===== src/rtl/mem_bus_arbiter_pkg.sv =====
// rtl/mem_bus_arbiter_pkg.sv - shared bus command and FSM state encodings
package mem_bus_arbiter_pkg;

    typedef logic [1:0] mem_cmd_t;

    localparam mem_cmd_t MNONE  = 2'b00;
    localparam mem_cmd_t MREAD  = 2'b01;
    localparam mem_cmd_t MWRITE = 2'b10;

    localparam logic [2:0] S_IDLE = 3'd0;
    localparam logic [2:0] S_WR   = 3'd1;
    localparam logic [2:0] S_RD1  = 3'd2;
    localparam logic [2:0] S_RD2  = 3'd3;
    localparam logic [2:0] S_DONE = 3'd4;

endpackage


===== src/rtl/mem_bus_arbiter_if.sv =====
// rtl/mem_bus_arbiter_if.sv - requester handshakes and memory bus of the arbiter
interface mem_bus_arbiter_if #(
    parameter int DATA_W = 16,
    parameter int ADDR_W = 9
);
    import mem_bus_arbiter_pkg::*;

    logic              req0;
    mem_cmd_t          cmd0;
    logic [ADDR_W-1:0] addr0;
    logic [DATA_W-1:0] wdata0;
    logic              ack0;

    logic              req1;
    mem_cmd_t          cmd1;
    logic [ADDR_W-1:0] addr1;
    logic [DATA_W-1:0] wdata1;
    logic              ack1;

    logic [DATA_W-1:0] rdata;
    mem_cmd_t          mem_cmd;
    logic [ADDR_W-1:0] mem_addr;
    logic [DATA_W-1:0] write_data;
    logic [DATA_W-1:0] read_data;
    logic              busy;

    modport master (
        output req0, cmd0, addr0, wdata0, req1, cmd1, addr1, wdata1, read_data,
        input  ack0, ack1, rdata, mem_cmd, mem_addr, write_data, busy
    );

    modport slave (
        input  req0, cmd0, addr0, wdata0, req1, cmd1, addr1, wdata1, read_data,
        output ack0, ack1, rdata, mem_cmd, mem_addr, write_data, busy
    );

endinterface


===== src/rtl/mem_bus_arbiter_rr_arb2.sv =====
// rtl/mem_bus_arbiter_rr_arb2.sv - combinational two-way round-robin pick
module rr_arb2 (
    input  logic req0,
    input  logic req1,
    input  logic last_grant,
    output logic gnt_valid,
    output logic gnt_id
);

    assign gnt_valid = req0 | req1;
    // On a tie the port that did not win last time goes first
    assign gnt_id    = (req0 & req1) ? ~last_grant : req1;

endmodule


===== src/rtl/mem_bus_arbiter.sv =====
// rtl/mem_bus_arbiter.sv - two-port round-robin arbiter sequencing the shared memory bus
module mem_bus_arbiter
    import mem_bus_arbiter_pkg::*;
#(
    parameter int DATA_W = 16,
    parameter int ADDR_W = 9
) (
    input  logic           clk,
    input  logic           reset,
    mem_bus_arbiter_if.slave bus
);

    logic [2:0]        state;
    logic              lat_id;
    logic [ADDR_W-1:0] lat_addr;
    logic [DATA_W-1:0] lat_wdata;
    logic [DATA_W-1:0] rdata_q;
    logic              last_grant;

    logic              gnt_valid;
    logic              gnt_id;
    mem_cmd_t          sel_cmd;

    rr_arb2 u_rr_arb2 (
        .req0       (bus.req0),
        .req1       (bus.req1),
        .last_grant (last_grant),
        .gnt_valid  (gnt_valid),
        .gnt_id     (gnt_id)
    );

    assign sel_cmd = gnt_id ? bus.cmd1 : bus.cmd0;

    // The latched command lives on in the state encoding itself
    always_ff @(posedge clk) begin
        if (reset) begin
            state      <= S_IDLE;
            lat_id     <= 1'b0;
            lat_addr   <= '0;
            lat_wdata  <= '0;
            rdata_q    <= '0;
            last_grant <= 1'b1;
        end else begin
            case (state)
                S_IDLE: begin
                    if (gnt_valid) begin
                        lat_id     <= gnt_id;
                        lat_addr   <= gnt_id ? bus.addr1  : bus.addr0;
                        lat_wdata  <= gnt_id ? bus.wdata1 : bus.wdata0;
                        last_grant <= gnt_id;
                        case (sel_cmd)
                            MWRITE:  state <= S_WR;
                            MREAD:   state <= S_RD1;
                            default: state <= S_DONE;
                        endcase
                    end
                end
                S_WR:  state <= S_DONE;
                S_RD1: state <= S_RD2;
                S_RD2: begin
                    rdata_q <= bus.read_data;
                    state   <= S_DONE;
                end
                S_DONE:  state <= S_IDLE;
                default: state <= S_IDLE;
            endcase
        end
    end

    // RD2 keeps MREAD asserted so the RAM's read driver stays enabled for the capture
    always_comb begin
        bus.mem_cmd = MNONE;
        case (state)
            S_WR:          bus.mem_cmd = MWRITE;
            S_RD1, S_RD2:  bus.mem_cmd = MREAD;
            default:       bus.mem_cmd = MNONE;
        endcase
    end

    assign bus.mem_addr   = lat_addr;
    assign bus.write_data = lat_wdata;
    assign bus.rdata      = rdata_q;
    assign bus.ack0       = (state == S_DONE) && !lat_id;
    assign bus.ack1       = (state == S_DONE) &&  lat_id;
    assign bus.busy       = (state != S_IDLE);

endmodule


===== src/flat_wrapper.sv =====
// flat-port wrapper written by rule: the top's interface ports become plain ports
module mem_bus_arbiter_flat import mem_bus_arbiter_pkg::*;
#(
    parameter int DATA_W = 16,
    parameter int ADDR_W = 9
)
  (clk, reset, bus_req0, bus_cmd0, bus_addr0, bus_wdata0, bus_req1, bus_cmd1, bus_addr1, bus_wdata1, bus_read_data, bus_ack0, bus_ack1, bus_rdata, bus_mem_cmd, bus_mem_addr, bus_write_data, bus_busy);
  mem_bus_arbiter_if #(.DATA_W(DATA_W), .ADDR_W(ADDR_W)) bus_i ();
  input  logic clk;
  input  logic reset;
  input wire logic [$bits(bus_i.req0)-1:0] bus_req0;
  input wire logic [$bits(bus_i.cmd0)-1:0] bus_cmd0;
  input wire logic [$bits(bus_i.addr0)-1:0] bus_addr0;
  input wire logic [$bits(bus_i.wdata0)-1:0] bus_wdata0;
  input wire logic [$bits(bus_i.req1)-1:0] bus_req1;
  input wire logic [$bits(bus_i.cmd1)-1:0] bus_cmd1;
  input wire logic [$bits(bus_i.addr1)-1:0] bus_addr1;
  input wire logic [$bits(bus_i.wdata1)-1:0] bus_wdata1;
  input wire logic [$bits(bus_i.read_data)-1:0] bus_read_data;
  output wire logic [$bits(bus_i.ack0)-1:0] bus_ack0;
  output wire logic [$bits(bus_i.ack1)-1:0] bus_ack1;
  output wire logic [$bits(bus_i.rdata)-1:0] bus_rdata;
  output wire logic [$bits(bus_i.mem_cmd)-1:0] bus_mem_cmd;
  output wire logic [$bits(bus_i.mem_addr)-1:0] bus_mem_addr;
  output wire logic [$bits(bus_i.write_data)-1:0] bus_write_data;
  output wire logic [$bits(bus_i.busy)-1:0] bus_busy;
  assign bus_i.req0 = bus_req0;
  assign bus_i.cmd0 = bus_cmd0;
  assign bus_i.addr0 = bus_addr0;
  assign bus_i.wdata0 = bus_wdata0;
  assign bus_i.req1 = bus_req1;
  assign bus_i.cmd1 = bus_cmd1;
  assign bus_i.addr1 = bus_addr1;
  assign bus_i.wdata1 = bus_wdata1;
  assign bus_i.read_data = bus_read_data;
  assign bus_ack0 = bus_i.ack0;
  assign bus_ack1 = bus_i.ack1;
  assign bus_rdata = bus_i.rdata;
  assign bus_mem_cmd = bus_i.mem_cmd;
  assign bus_mem_addr = bus_i.mem_addr;
  assign bus_write_data = bus_i.write_data;
  assign bus_busy = bus_i.busy;
  mem_bus_arbiter #(.DATA_W(DATA_W), .ADDR_W(ADDR_W)) u_core (.clk(clk), .reset(reset), .bus(bus_i));
endmodule

===== config.mk =====
export PLATFORM = sky130hd
export DESIGN_NAME = mem_bus_arbiter_flat
export DESIGN_NICKNAME = d
export VERILOG_FILES = /design/src/rtl/mem_bus_arbiter_pkg.sv /design/src/rtl/mem_bus_arbiter_if.sv /design/src/rtl/mem_bus_arbiter_rr_arb2.sv /design/src/rtl/mem_bus_arbiter.sv /design/src/flat_wrapper.sv
export SDC_FILE = /design/constraint.sdc
export NUM_CORES = 1
export LEC_CHECK = 0
export ABC_AREA = 1
export BUFFER_PORTS_ARGS = -buffer_cell sky130_fd_sc_hd__buf_4
export CORE_MARGIN = 4
export CORE_UTILIZATION = 41
export DETAILED_ROUTE_END_ITERATION = 8
export HOLD_SLACK_MARGIN = 0.05
export PLACE_DENSITY = 0.72
export SYNTH_ARGS = -nofsm -noshare
export SYNTH_HDL_FRONTEND = slang
export SYNTH_SLANG_ARGS = --single-unit

===== constraint.sdc =====
create_clock -name clk -period 1.3 [get_ports clk]
set_input_delay 0.065 -clock clk [delete_from_list [all_inputs] [get_ports clk]]
set_output_delay 0.065 -clock clk [all_outputs]
set_load 0.01 [all_outputs]

==> results of run 1 <==
[stage by stage]
stage,utilization,setup TNS [ns],cells,power (uW)
after floorplan,-,0,378,2830
after global placement,0.609,0,561,3530
after detailed placement,0.609,-0.0161,561,3570
after CTS,0.659,-0.0214,586,4520
after global routing,0.688,-1.35,594,5040
final,0.688,-0.00176,594,4690
[final cells by class]
class	instances	area (um2)	area share
tap	72	90.1	0.0236
inverter	60	225	0.0591
clock inverter	1	5.00	0.00131
sequential	46	927	0.243
multi-input combinational	257	1210	0.317
timing repair buffer	151	1270	0.333
clock buffer	7	86.3	0.0226
[critical path, delay by kind of cell, from the launching register on]
kind                     cells  cell delay, ns
AO/OA/AOI/OAI                2            0.14
adder cells (fa/ha/maj)      1            0.25
buffers and inverters        1            0.04
flip-flops                   1            0.34
AND/OR/NAND/NOR              4            0.41
[cell usage in the layout, fill, tap and decap left out]
cell type      synthesis  final
clkinv_2               0      1
o21ai_1                3      1
inv_2                  4      5
a21oi_2                0      1
or2_1                  1      1
ha_1                   2      1
dlygate4sd3_1          0     16
buf_12                 0      5
nor2_8                 1      1
a21oi_1                4      3
clkbuf_1               7      1
nand3_4                1      2
nor2_1               111     98
o21ai_0               16     16
dfxtp_1               46     43
clkbuf_16              0      2
nand2_2               21     21
buf_4                  2    128
dfxtp_2                0      2
clkbuf_8               0      6
nand2_1               92     89
nand3_1                1      1
dfxtp_4                0      1
nor2_2                 0     12
inv_1                 56     55
nor2_4                 2      3
ha_2                   0      1
o21ai_2                0      2
nand2_4                1      4
[routing by layer]
metal | routed length (um) | vias to the layer above | share of wire | GRT usage
met5 | 0 | - | 0 | 0
met4 | 112 | 0 | 0.017 | 0.0673
met3 | 597 | 9 | 0.089 | 0.0652
met2 | 3150 | 93 | 0.47 | 0.312
met1 | 2830 | 1091 | 0.42 | 0.209
li1 | - | 1377 | - | -
[cells by family after synthesis]
family                   after synthesis  share of synthesized area
AO/OA/AOI/OAI                         23                     0.0487
buffers and inverters                 75                      0.134
flip-flops                            46                      0.390
adder cells (fa/ha/maj)                2                     0.0106
AND/OR/NAND/NOR                      232                      0.417
[what timing repair did]
| item | 4_1_cts | 5_1_grt |
|---|---|---|
| pin swaps | 5 | 15 |
| hold buffers | 16 | 0 |
| cloned | 0 | 2 |
| setup endpoints to repair | 5 | 37 |
| resized for setup | 5 | 24 |
| endpoints found under the hold margin | 16 | 0 |
| buffers inserted | 1 | 6 |
[report_power, final]
group | internal (uW) | switching (uW) | total (uW)
sequential | 1630 | 119 | 1740
combinational | 1000 | 1050 | 2050
clock | 430 | 473 | 902
total | 3060 | 1640 | 4690
[registers in the layout, summed over array words and instances (netlist names)]
signal / count
u_core.bus.rdata: 16
u_core.bus.write_data: 16
u_core.bus.mem_addr: 9
u_core.state: 3
u_core.last_grant: 1
u_core.lat_id: 1
[worst paths after layout]
check | from | end | slack (ns) | depth (start not counted)
max | u_core.last_grant | u_core.state[2] | -0.002 | 8
min | bus_read_data[15] | u_core.bus.rdata[15] | 0.07 | 3
max reg2reg | u_core.last_grant | u_core.state[2] | -0.002 | 8
min reg2reg | u_core.last_grant | u_core.last_grant | 0.48 | 2
==> results.json, run 1 <==
{
  "port_buffers": 119,
  "crit_required_ns": 1.48,
  "track_usage": 0.183,
  "hold_path_class": "primary input to register",
  "die_h_um": 83.9,
  "grt-ovfl-total": 0,
  "initial_core_util": 0.427,
  "crit_fanout": 4,
  "die_x_um": 83.9,
  "worst_slew_pin_slew_ns": 0.418,
  "whs_ns": 0.0667,
  "grt_pass1_vias": 2426,
  "area_delta_synth_final_pct": 61.3,
  "drive_above_1_share": 0.377,
  "fin_ws_ns": -0.00176,
  "first_pass_iters": 5,
  "synth_common_cells": "111 x nor2_1, 92 x nand2_1, 56 x inv_1, 46 x dfxtp_1, 21 x nand2_2",
  "grt_setup_unrepaired": "yes",
  "post-route-min-period_ns": 1.30,
  "synthArstFlopShare": 0,
  "pre_cts_ws_ns": -0.0161,
  "die_area_um2": 7040,
  "hold_violations": 0,
  "cts.sinks": 46,
  "ios": 120,
  "synth.area.top_cells": "dfxtp_1 39%, nor2_1 18%, nand2_1 15%, inv_1 8.9%, nand2_2 5.6%",
  "synth-edff-count": 0,
  "fmax_mhz": 768,
  "core_region_area_um2": 5540,
  "ys_warn_count": 0,
  "via_count": 2570,
  "ys_seq_area_frac": 0.390,
  "grt_pass1_wl_um": 10700,
  "syn_avg_cell_area_um2": 6.25,
  "yosysMostFrequentCell": "nor2_1",
  "cts_tree": "done",
  "design_area_um2": 3810,
  "slowest_delay_ns": 0.34,
  "finClkSkew_ns": 0.00218,
  "crit_type": "register to register",
  "cts_buffers": 5,
  "drt_iter0_drc": 62,
  "wl_um": 6690,
  "rows": 27,
  "clk_pin_slew_ns": 0.08,
  "synthCells": 378,
  "n_fill_cell": 476,
  "cts_root_buffer": "clkbuf_8",
  "place_hpwl_um": 4750,
  "clk_latency_ns": 0.29,
  "worst_path_max_delay_cell": "dfxtp_2",
  "arrival_ns": 1.48,
  "route.detailed.drc": 0,
  "finalCritPeriodShare": 1.00,
  "drv_slew": 0,
  "place_area_um2": 3370,
  "synth_top_area_cell": "dfxtp_1",
  "p_leak_uw": 0.00206,
  "antenna_found_initial": 0,
  "irDropWorstVdd_uv": 658,
  "worstPathCellList": "nand2_2 > nand2_4 > inv_2 > or2_1 > o21ai_2 > ha_1 > nand2_1 > a21oi_1",
  "htreeDepth": 2,
  "synth_cell_types": 21,
  "cp-start-kind": "register",
  "grt_max_degree": 35,
  "ant_nets": 0,
  "final_nets": 597,
  "power.density_nw_per_um2": 1230,
  "synthesis.nets": 454,
  "drv_cap": 0,
  "synth_ff_type": "dfxtp_1",
  "wl_per_cell_um": 11.3,
  "ys_ff_latch": 46,
  "diodes": 0,
  "finalSetupViolCount": 1,
  "gp_congestion": 0.875,
  "cp-end-kind": "register",
  "via_per_inst": 4.33,
  "violations": "setup timing",
  "relSlewSlack": 0.721,
  "syn-cell-area_um2": 2360,
  "status": "finished with violations",
  "synth_top_area_share": 0.390,
  "clock_path_buffers": 2
}
Note: power is estimated with default switching activity, not from simulation.
==> run 2: changes to the inputs <==
--- a/config.mk
+++ b/config.mk
@@ -9,9 +9,11 @@
 export BUFFER_PORTS_ARGS = -buffer_cell sky130_fd_sc_hd__buf_4
 export CORE_MARGIN = 4
 export CORE_UTILIZATION = 41
+export CTS_CLUSTER_SIZE = 16
 export DETAILED_ROUTE_END_ITERATION = 8
 export HOLD_SLACK_MARGIN = 0.05
 export PLACE_DENSITY = 0.72
 export SYNTH_ARGS = -nofsm -noshare
 export SYNTH_HDL_FRONTEND = slang
 export SYNTH_SLANG_ARGS = --single-unit
+export TNS_END_PERCENT = 10
==> constraint.sdc (replaced) <==
create_clock -name clk -period 1.3 [get_ports clk]
set_input_delay 0.065 -clock clk [delete_from_list [all_inputs] [get_ports clk]]
set_output_delay 0.065 -clock clk [all_outputs]
set_load 0.1 [all_outputs]
==> run 2 against run 1 <==
Effect of this change:
- the run still ends with setup timing left
- critical path depth down 4
- via count grew 1.2%
- routed wire length shrank 0.99%
- register-to-register slack hardly changed
- highest routed layer unchanged
- critical endpoint is now bus_ack0
- utilization is 0.38 points lower
==> results.json, run 2 (synthesized netlist as in run 1, its figures left out) <==
{
  "status": "finished with violations",
  "violations": "setup timing",
  "track_usage": 0.183,
  "grt_setup_unrepaired": "yes",
  "cp-end-kind": "primary output",
  "post-route-min-period_ns": 1.33,
  "fin_ws_ns": -0.0342,
  "relSlewSlack": 0.784,
  "first_pass_iters": 4,
  "gp_congestion": 0.781,
  "tns_ns": -0.0884,
  "grt_max_degree": 33,
  "antenna_found_initial": 0,
  "clock_path_buffers": 2,
  "hold_path_class": "primary input to register",
  "ant_nets": 0,
  "finalCritPeriodShare": 1.03,
  "drv_cap": 0,
  "cts_buffers": 5,
  "htreeDepth": 2,
  "p_leak_uw": 0.00204,
  "whs_ns": 0.0476,
  "pre_cts_ws_ns": -0.0562,
  "core_region_area_um2": 5540,
  "crit_fanout": 4,
  "die_h_um": 83.9,
  "finalSetupViolCount": 4,
  "arrival_ns": 1.27,
  "drv_slew": 0,
  "clk_latency_ns": 0.29,
  "crit_required_ns": 1.24,
  "via_count": 2600,
  "die_area_um2": 7040,
  "route.detailed.drc": 0,
  "port_buffers": 119,
  "die_x_um": 83.9,
  "finClkSkew_ns": 0.00253,
  "rows": 27,
  "n_fill_cell": 495,
  "fmax_mhz": 750,
  "final_nets": 596,
  "clk_pin_slew_ns": 0.08,
  "cts.sinks": 46,
  "worst_slew_pin_slew_ns": 0.324,
  "cp-start-kind": "register",
  "final_common_cell": "buf_4",
  "drive_above_1_share": 0.376,
  "most-common-layout-cells": "126 x buf_4, 101 x nor2_1, 88 x nand2_1, 55 x inv_1, 42 x dfxtp_1",
  "ios": 120,
  "via_per_inst": 4.38,
  "cts_root_buffer": "clkbuf_8",
  "place_hpwl_um": 4800,
  "crit_type": "register to primary output",
  "area_delta_synth_final_pct": 60.4,
  "drt_iter0_drc": 70,
  "initial_core_util": 0.427,
  "cts_tree": "done",
  "diodes": 0,
  "grt_pass1_vias": 2478,
  "wl_um": 6630,
  "hold_violations": 0,
  "wl_per_cell_um": 11.2,
  "irDropWorstVdd_uv": 885,
  "power.density_nw_per_um2": 1630,
  "grt_pass1_wl_um": 10800,
  "grt-ovfl-total": 0
}
## run 2: power breakdown
part | total, uW | internal (uW) | switching, uW
Combinational | 3380 | 927 | 2450
Clock | 1040 | 566 | 469
Sequential | 1760 | 1630 | 136
## run 2: final timing paths
kind                                        start             endpoint  slack (ns)  cells past startpoint
worst min-delay path             bus_read_data[6]  u_core.bus.rdata[6]        0.05                      3
worst max-delay path              u_core.state[0]             bus_ack0       -0.03                      4
worst max register to register  u_core.last_grant      u_core.state[2]       -0.01                      8
worst min register to register  u_core.last_grant    u_core.last_grant        0.47                      2
## run 2: per-stage QoR
| stage | utilization | total power [uW] | cell area (um2) | std cells |
|---|---|---|---|---|
| 2_1_floorplan | - | 4280 | 2370 | 378 |
| 3_3_place_gp | 0.603 | 4940 | 3340 | 562 |
| 3_5_place_dp | 0.603 | 4980 | 3340 | 562 |
| 4_1_cts | 0.668 | 6120 | 3700 | 590 |
| 5_1_grt | 0.684 | 6520 | 3790 | 593 |
| 6_report | 0.684 | 6180 | 3790 | 593 |
## run 2: timing repair
action | CTS | global route
cloned | 0 | 1
setup buffers | 4 | 2
hold endpoints to repair | 16 | 0
pin swaps | 3 | 9
setup endpoints to repair | 23 | 40
hold buffers | 16 | 0
gates resized for setup | 17 | 22
## run 2: cell type report
cell class              instances  area, um2  share of cell area
flip-flops and latches         46        928               0.245
well taps                      72       90.1              0.0238
repair buffers                149       1230               0.324
clock inverters                 3       40.0              0.0106
clock buffers                   5       68.8              0.0182
multi-input cells             258       1210               0.318
inverters                      60        228              0.0601
## run 2: per-layer routing
metal  vias to the layer above  global-route usage  routed length (um)
met5                         -                   0                   0
met4                         0              0.0585                 106
met3                        12              0.0523                 555
met2                       104               0.337                3210
met1                      1108               0.200                2750
li1                       1376                   -                   -
## run 2: critical path, cell delays in order, from the launching register on
cell and delay (ns):
dfxtp_4 0.38, nor2_4 0.22, nand2_4 0.10, nor2_4 0.11
buf_12 0.18
==> run 3: changes to the inputs <==
--- a/config.mk
+++ b/config.mk
@@ -5,14 +5,13 @@
 export SDC_FILE = /design/constraint.sdc
 export NUM_CORES = 1
 export LEC_CHECK = 0
-export ABC_AREA = 1
 export BUFFER_PORTS_ARGS = -buffer_cell sky130_fd_sc_hd__buf_4
 export CORE_MARGIN = 4
-export CORE_UTILIZATION = 41
+export CORE_UTILIZATION = 40
 export CTS_CLUSTER_SIZE = 16
 export DETAILED_ROUTE_END_ITERATION = 8
 export HOLD_SLACK_MARGIN = 0.05
-export PLACE_DENSITY = 0.72
+export PLACE_DENSITY = 0.71
 export SYNTH_ARGS = -nofsm -noshare
 export SYNTH_HDL_FRONTEND = slang
 export SYNTH_SLANG_ARGS = --single-unit
==> constraint.sdc (replaced) <==
create_clock -name clk -period 1.1 [get_ports clk]
set_input_delay 0.055 -clock clk [delete_from_list [all_inputs] [get_ports clk]]
set_output_delay 0.055 -clock clk [all_outputs]
set_load 0.1 [all_outputs]
==> run 3 against run 2 <==
Effect of this change:
- the run still ends with setup timing left
- synthesized area decreased by 4.2%
- power grew 20%
- routed wire length increased by 20%
==> results.json, run 3 <==
{
  "port_buffers": 119,
  "final_common_cell": "buf_4",
  "finClkSkew_ns": 0.0101,
  "grt_setup_unrepaired": "yes",
  "worst_slew_pin_slew_ns": 0.343,
  "cts_root_buffer": "clkbuf_8",
  "fin_ws_ns": -0.334,
  "drv_slew": 0,
  "synth_common_cells": "46 x dfxtp_1, 38 x nand2_1, 26 x inv_1, 26 x nand2b_1, 26 x nor3_1",
  "synthesis.nets": 327,
  "htreeDepth": 2,
  "cp-end-kind": "primary output",
  "p_leak_uw": 0.00187,
  "cp-start-kind": "register",
  "core_region_area_um2": 5510,
  "cts_buffers": 5,
  "arrival_ns": 1.38,
  "post-route-min-period_ns": 1.43,
  "die_x_um": 83.2,
  "initial_core_util": 0.411,
  "drv_cap": 0,
  "first_pass_iters": 4,
  "drt_iter0_drc": 85,
  "finalSetupViolCount": 51,
  "worstSetupStartpoint": "u_core.state[0]",
  "synth_ff_type": "dfxtp_1",
  "synthCells": 251,
  "relSlewSlack": 0.771,
  "crit_required_ns": 1.04,
  "yosysMostFrequentCell": "dfxtp_1",
  "reg2reg_from": "u_core.state[1]",
  "cts.sinks": 46,
  "track_usage": 0.209,
  "finalPower_uw": 7420,
  "place_hpwl_um": 5020,
  "ys_ff_latch": 46,
  "regToRegEndpoint": "u_core.last_grant",
  "most-common-layout-cells": "135 x buf_4, 42 x dfxtp_1, 41 x dlygate4sd3_1, 33 x nand2_1, 26 x nand2b_1",
  "cp-endpoint": "bus_ack0",
  "cts_tree": "done",
  "hold_path_class": "primary input to register",
  "ys_seq_area_frac": 0.407,
  "synth_cell_types": 34,
  "ant_nets": 0,
  "diodes": 0,
  "via_count": 2522,
  "route.detailed.drc": 0,
  "grt-ovfl-total": 0,
  "hold_violations": 0,
  "layout.cells.non_filler": 506,
  "rrSetupSlack_ns": -0.28,
  "synth_top_area_share": 0.407,
  "synth-edff-count": 0,
  "ff2ff_path_depth": 3,
  "via_per_inst": 4.98,
  "power.density_nw_per_um2": 1720,
  "grt_max_degree": 24,
  "crit_type": "register to primary output",
  "syn_avg_cell_area_um2": 9.02,
  "final_nets": 509,
  "syn-cell-area_um2": 2260,
  "ios": 120,
  "die_h_um": 83.2,
  "clk_pin_slew_ns": 0.09,
  "finalCritPeriodShare": 1.30,
  "violations": "setup timing",
  "clk_latency_ns": 0.29,
  "area_delta_synth_final_pct": 90.3,
  "ys_warn_count": 0,
  "gp_congestion": 0.806,
  "grt_pass1_wl_um": 11900,
  "rows": 27,
  "drive_above_1_share": 0.541,
  "status": "finished with violations",
  "wl_per_cell_um": 15.8,
  "synth_top_area_cell": "dfxtp_1",
  "tns_ns": -10.83,
  "clock_path_buffers": 2,
  "antenna_found_initial": 0,
  "dpl.cell_count": 447,
  "crit_fanout": 4,
  "synth.area.top_cells": "dfxtp_1 41%, a221oi_2 14%, nand2b_1 7.2%, nand2_1 6.3%, nor3_1 5.7%",
  "synthArstFlopShare": 0,
  "die_area_um2": 6930,
  "fmax_mhz": 698,
  "irDropWorstVdd_uv": 1380,
  "wl_um": 7980,
  "grt_pass1_vias": 2494
}
## run 3: timing repair
action	4_1_cts	5_1_grt
hold buffers	41	0
setup endpoints to repair	51	51
gates cloned	0	1
resized for setup	27	35
pin swaps	11	8
hold endpoints to repair	41	0
buffers inserted	4	5
## run 3: power by group
part / internal [uW] / total, uW / leakage [uW] / switching, uW
combinational: 1400 / 4090 / 0.00144 / 2690
sequential: 1910 / 2080 / 0.000380 / 162
clock: 681 / 1250 / 0.0000524 / 569
total: 4000 / 7420 / 0.00187 / 3420
## run 3: logic make-up (layout without fill, tap and decap cells)
family                   Yosys count  after routing  synth area share
AND/OR/NAND/NOR                  107            107             0.256
AO/OA/AOI/OAI                     48             48             0.212
buffers and inverters             48            231             0.114
flip-flops                        46             46             0.407
adder cells (fa/ha/maj)            2              2            0.0110
## run 3: cell type report
| type | count | area [um2] |
|---|---|---|
| fill | 361 | 1200 |
| clock buffer | 7 | 76.3 |
| sequential | 46 | 931 |
| inverter | 27 | 109 |
| multi-input combinational | 157 | 1320 |
| clock inverter | 1 | 30.0 |
| timing repair buffer | 196 | 1750 |
| tap | 72 | 90.1 |
## run 3: per-layer routing
layer	vias up	track usage	routed length, um
met3	15	0.0417	360
met2	70	0.399	4400
met1	1215	0.224	3060
met5	-	0	0
met4	0	0.0758	158
li1	1222	-	-
## run 3: per-stage QoR
stage                util  instance area [um2]  setup WS, ns  hold slack [ns]
floorplan               -                 2340        -0.505            0.191
global placement    0.623                 3430        -0.244            0.300
global route        0.783                 4310        -0.360           0.0769
CTS                 0.740                 4080        -0.327           0.0807
detailed placement  0.623                 3430        -0.321            0.311
finish              0.783                 4310        -0.334           0.0726
## run 3: critical path, cell delays in order, from the launching register on
cell     delay (ns)
dfxtp_4        0.37
buf_6          0.13
nor4b_4        0.31
buf_6          0.27
## run 3: worst min path at each step
stage / start / end / slack (ns) / depth (start not counted)
2_1_floorplan: bus_read_data[10] / u_core.bus.rdata[10] / 0.19 / 2
3_3_place_gp: bus_read_data[11] / u_core.bus.rdata[11] / 0.30 / 3
3_5_place_dp: bus_read_data[4] / u_core.bus.rdata[4] / 0.31 / 3
4_1_cts: bus_wdata1[4] / u_core.bus.write_data[4] / 0.08 / 3
5_1_grt: bus_addr1[2] / u_core.bus.mem_addr[2] / 0.08 / 3
6_report: bus_addr1[2] / u_core.bus.mem_addr[2] / 0.07 / 3
